### src/rtl/dmem_pkg.sv
// Shared definitions for the data-memory arbiter: FSM state encoding and width default.
package dmem_pkg;

    localparam int unsigned DbitsDefault = 32;

    typedef logic [1:0] state_t;

    localparam state_t StIdle = 2'd0;
    localparam state_t StGnt0 = 2'd1;
    localparam state_t StGnt1 = 2'd2;

endpackage

### src/rtl/rr_pick2.sv
// Two-way round-robin picker: chooses a requester, preferring the one not granted last.
module rr_pick2 (
    input  logic req0_i,
    input  logic req1_i,
    input  logic last_i,
    output logic valid_o,
    output logic idx_o
);

    // On a tie the requester that did not win last time is chosen.
    always_comb begin
        valid_o = req0_i | req1_i;
        if (req0_i && req1_i) begin
            idx_o = ~last_i;
        end else begin
            idx_o = req1_i;
        end
    end

endmodule

### src/rtl/dmem_arbiter.sv
// Arbitrates two requesters (CPU, DMA/debug) onto a single data memory / I-O port.
// Each access takes one grant cycle; completion is a one-cycle ACK with registered read data.
module dmem_arbiter
    import dmem_pkg::*;
#(
    parameter int unsigned DBITS   = DbitsDefault,
    parameter int unsigned RRSTART = 1
) (
    input  logic             CLK,
    input  logic             RESET,
    input  logic             R0_REQ,
    input  logic             R0_WE,
    input  logic [DBITS-1:0] R0_ADDR,
    input  logic [DBITS-1:0] R0_DIN,
    output logic             R0_ACK,
    output logic [DBITS-1:0] R0_DOUT,
    input  logic             R1_REQ,
    input  logic             R1_WE,
    input  logic [DBITS-1:0] R1_ADDR,
    input  logic [DBITS-1:0] R1_DIN,
    output logic             R1_ACK,
    output logic [DBITS-1:0] R1_DOUT,
    output logic [DBITS-1:0] M_ADDR,
    output logic [DBITS-1:0] M_DIN,
    output logic             M_WE,
    input  logic [DBITS-1:0] M_DOUT
);

    state_t           state_q, state_d;
    logic             last_q, last_d;
    logic             ack0_q, ack0_d;
    logic             ack1_q, ack1_d;
    logic [DBITS-1:0] dout0_q, dout0_d;
    logic [DBITS-1:0] dout1_q, dout1_d;

    logic pick_valid;
    logic pick_idx;

    rr_pick2 u_pick (
        .req0_i  (R0_REQ),
        .req1_i  (R1_REQ),
        .last_i  (last_q),
        .valid_o (pick_valid),
        .idx_o   (pick_idx)
    );

    // Next-state: arbitrate in idle, complete the access on the edge leaving a grant state.
    always_comb begin
        state_d = state_q;
        last_d  = last_q;
        ack0_d  = 1'b0;
        ack1_d  = 1'b0;
        dout0_d = dout0_q;
        dout1_d = dout1_q;
        case (state_q)
            StIdle: begin
                if (pick_valid) begin
                    state_d = pick_idx ? StGnt1 : StGnt0;
                end
            end
            StGnt0: begin
                state_d = StIdle;
                ack0_d  = 1'b1;
                last_d  = 1'b0;
                if (!R0_WE) begin
                    dout0_d = M_DOUT;
                end
            end
            StGnt1: begin
                state_d = StIdle;
                ack1_d  = 1'b1;
                last_d  = 1'b1;
                if (!R1_WE) begin
                    dout1_d = M_DOUT;
                end
            end
            default: begin
                state_d = StIdle;
            end
        endcase
    end

    // State registers with synchronous reset; reset in a grant state drops the access silently.
    always_ff @(posedge CLK) begin
        if (RESET) begin
            state_q <= StIdle;
            last_q  <= (RRSTART != 0);
            ack0_q  <= 1'b0;
            ack1_q  <= 1'b0;
            dout0_q <= '0;
            dout1_q <= '0;
        end else begin
            state_q <= state_d;
            last_q  <= last_d;
            ack0_q  <= ack0_d;
            ack1_q  <= ack1_d;
            dout0_q <= dout0_d;
            dout1_q <= dout1_d;
        end
    end

    // Memory port mux; write enable is gated by RESET so an aborted grant never writes.
    always_comb begin
        M_ADDR = '0;
        M_DIN  = '0;
        M_WE   = 1'b0;
        case (state_q)
            StGnt0: begin
                M_ADDR = R0_ADDR;
                M_DIN  = R0_DIN;
                M_WE   = R0_WE & ~RESET;
            end
            StGnt1: begin
                M_ADDR = R1_ADDR;
                M_DIN  = R1_DIN;
                M_WE   = R1_WE & ~RESET;
            end
            default: begin
                M_ADDR = '0;
                M_DIN  = '0;
                M_WE   = 1'b0;
            end
        endcase
    end

    assign R0_ACK  = ack0_q;
    assign R1_ACK  = ack1_q;
    assign R0_DOUT = dout0_q;
    assign R1_DOUT = dout1_q;

endmodule

### config.mk
export PLATFORM = sky130hd
export DESIGN_NAME = dmem_arbiter
export DESIGN_NICKNAME = d
export VERILOG_FILES = /design/src/rtl/dmem_pkg.sv /design/src/rtl/rr_pick2.sv /design/src/rtl/dmem_arbiter.sv
export SDC_FILE = /design/constraint.sdc
export NUM_CORES = 1
export LEC_CHECK = 0
export ABC_CLOCK_PERIOD_IN_PS = 3000
export BUFFER_PORTS_ARGS = -buffer_cell sky130_fd_sc_hd__clkbuf_2
export CAP_MARGIN = 20
export CORE_AREA = 2 2 116 118
export DETAILED_ROUTE_END_ITERATION = 8
export DIE_AREA = 0 0 118 120
export PLACE_DENSITY_LB_ADDON = 0.1
export RECOVER_POWER = 50
export SYNTH_ARGS = -nofsm -noshare
export SYNTH_HDL_FRONTEND = slang
export SYNTH_SLANG_ARGS = --single-unit
export TNS_END_PERCENT = 20
### constraint.sdc
create_clock -name CLK -period 3 [get_ports CLK]
set_clock_uncertainty 0.15 [all_clocks]
set_input_delay 0.3 -clock CLK [delete_from_list [all_inputs] [get_ports CLK]]
set_output_delay 0.3 -clock CLK [all_outputs]
set_load 0.05 [all_outputs]
==> metrics.md <==
| Metric | Value |
|---|---|
| Outcome | `finished with violations` |
| Failing checks | `capacitance limit, slew limit` |
| Die span in x | `118 µm` |
| Asr flop ratio synth | `0` |
| Clock insertion delay at the later pin of the skew report | `0.32 ns` |
| CP Launch Type | `flip-flop` |
| Fin cells | `908` |
| Commonest non-fill, non-tap cell in the layout | `clkbuf_2` |
| Number of post-CTS setup repair buffers | `0` |
| # IOs | `297` |
| Die ar. | `14200 µm²` |
| Die Ht | `120 µm` |
| Starting DRT DRC Count | `212` |
| Most frequent cells in the layout | `clkbuf_2, nand2_1, dfxtp_1` |
| Root buffer cell | `clkbuf_16` |
| Max Fanout on Critical Path | `40` |
| First-pass GRT wire length | `20400 µm` |
| RR Endpoint | `R1_DOUT[5]$_SDFFE_PP0P_` |
| Maximum clock rate | `0.371 GHz` |
| Initial antenna violation count | `1` |
| CP Class | `flip-flop to primary output` |
| Post-DP HPWL | `10200 µm` |
| Sequential share of power | `0.352` |
| Int Pwr | `1.79 mW` |
| FF-to-FF path depth | `6` |
| Cell leakage power | `2.18 nW` |
| Count of pins over their slew limit | `33` |
| HP Class | `input pin to flip-flop` |
| Clk buf depth | `2` |
| Drt pass-1 iters | `5` |
| Logic pwr share | `0.305` |
| Total net switching power | `0.974 mW` |
| Largest area contributor in the netlist | `dfxtp_1` |
| Vias in the first global route | `3912` |
| DR vias | `4148` |
| Row count | `42` |
| Yosys reg bits | `69` |
| Power Total | `2.76 mW` |
| Synthesized instance count | `454` |
| Largest net degree at the start of global routing | `50` |
| CP endpoint | `M_ADDR[27]` |
| DP Cell Count | `891` |
| Yosys top cell area share | `0.400` |
| Fin nets | `896` |
| Library cells used by synthesis | `18` |
| Synthesized net count | `624` |
| Gpl congestion | `0.918` |
| WL final | `13400 µm` |
| Finish-stage setup viols | `0` |
| Final Hold Viols | `0` |
| Slew @ Worst Pin | `1.60 ns` |
| TritonCTS clock tree | `built` |
| Clock tree sinks | `69` |
| Relative slew slack | `-0.0649` |
| PostCTS Resize Cnt | `0` |
| Yosys warns | `0` |
| Antenna Nets Post-Route | `0` |
| Initial Util | `0.266` |
| CP startpoint | `state_q[0]$_SDFFE_PP0P_` |
| EDFF count, synth | `0` |
| DR DRC count | `0` |
| Clock slew at the register clock pins of the worst setup and hold paths | `0.06 ns` |
| CTS Buf Count | `9` |
| Core ar. | `13000 µm²` |
| Prevailing post-synth register cell | `dfxtp_1` |
| Syn Area/Cell | `7.61 µm²` |
| Wirelength per Cell | `14.7 µm` |
| Layout cells sized above 1 | `0.349` |
| Sequential area share after synthesis | `0.400` |
| Setup_tns | `0 ns` |
| Post-route minimum period | `2.70 ns` |
| R2R Setup Slk | `0.56 ns` |
| # port buffers | `296` |
| Critical path endpoint category | `primary output` |
| Top post-synthesis cells by area | `dfxtp_1, nand2_1, a22oi_1, nor2b_1, a21oi_1` |
| RSZ-0062 raised after global routing | `false` |
| Layout Area Growth over Synthesis | `51.1%` |
| Overall global routing resource usage | `0.181` |
| VDD IR max | `223 µV` |
| Clock share of power | `0.343` |
| Switching Fraction | `0.353` |
| WP data required | `2.55 ns` |
| Reg2Reg Launch Point | `state_q[0]$_SDFFE_PP0P_` |
| Hold bufs inserted after CTS | `0` |
| H-tree Lvls | `3` |
| Max_cap viols | `1` |
| Via/cell ratio | `4.57` |
| PD cells | `529 nW/µm²` |
| Tcrit/Tclk final | `0.900` |
| Aggregate global routing overflow | `0` |
| WP data arrival | `2.25 ns` |
| Mapped cell area | `3450 µm²` |
[worst min path at each step]
| stage | start | to | cells after the start |
|---|---|---|---|
| 6_report | M_DOUT[17] | R0_DOUT[17]$_SDFFE_PP0P_ | 3 |
| 5_1_grt | M_DOUT[20] | R1_DOUT[20]$_SDFFE_PP0P_ | 3 |
| 4_1_cts | M_DOUT[17] | R0_DOUT[17]$_SDFFE_PP0P_ | 3 |
| 2_1_floorplan | M_DOUT[10] | R0_DOUT[10]$_SDFFE_PP0P_ | 2 |
| 3_3_place_gp | R0_DOUT[1]$_SDFFE_PP0P_ | R0_DOUT[1]$_SDFFE_PP0P_ | 2 |
| 3_5_place_dp | R0_DOUT[2]$_SDFFE_PP0P_ | R0_DOUT[2]$_SDFFE_PP0P_ | 2 |
[layout make-up]
| type | count | area [µm²] |
|---|---|---|
| Fill cell | 1413 | 7760 |
| Multi-Input combinational cell | 340 | 1840 |
| Timing Repair Buffer | 304 | 1490 |
| Sequential cell | 69 | 1380 |
| Clock buffer | 10 | 229 |
| Tap cell | 176 | 220 |
| Clock inverter | 6 | 38.8 |
| Inverter | 2 | 7.51 |
| Antenna cell | 1 | 2.50 |
[registers in the layout (all words and copies together), names as in the netlist]
signal   cells
R0_DOUT     32
last_q       1
R0_ACK       1
R1_ACK       1
state_q      2
R1_DOUT     32
[power by group through the flow]
stage,combinational [mW],clock (mW),sequential [mW]
after global placement,0.848,0,0.991
after detailed placement,0.853,0,0.993
after CTS,0.855,0.980,0.973
final,0.841,0.946,0.972
after global routing,0.903,1.02,0.977
after floorplan,0.481,0,1.10
[cell usage after synthesis, types with 2 or more instances]
| master | n |
|---|---|
| ha_1 | 4 |
| inv_1 | 2 |
| dfxtp_1 | 69 |
| buf_4 | 4 |
| buf_2 | 23 |
| a22oi_1 | 64 |
| buf_6 | 3 |
| nor2b_1 | 69 |
| clkbuf_1 | 13 |
| a21oi_1 | 65 |
| nand2_1 | 129 |
| nand2b_1 | 3 |
[routing by layer]
metal  vias up  GRT usage  share of wire
met5         -          0              0
li1       2074          -              -
met2       167      0.325           0.52
met3        18     0.0399          0.061
met4         0     0.0663          0.019
met1      1889      0.210           0.40
[critical path: stages (launching register included)]
cell and delay [ns]:
dfxtp_1 0.33, inv_1 0.11, ha_2 0.58, buf_12 0.28
a22oi_1 0.12, nor2b_1 0.19, clkbuf_2 0.31
[through the flow]
step	hold slack, ns	utilization	cell area (µm²)	setup slack [ns]
global placement	0.291	0.388	5030	0.684
floorplan	0.285	-	3450	0.489
detailed placement	0.297	0.388	5030	0.629
global route	0.0548	0.402	5220	0.139
finish	0.0536	0.402	5220	0.301
CTS	0.0401	0.409	5300	0.273
[cells by family (layout without fill, tap and decap cells)]
group	after synthesis	in the layout	synth area share
AOI/OAI and AO/OA	132	132	0.241
and+or+nand+nor	203	203	0.274
buffers and inverters	45	322	0.0681
muxes	1	1	0.00290
DFF	69	69	0.400
other	0	1	0
adders and majority gates	4	4	0.0145
No activity file was read; power rests on OpenSTA's default activity.
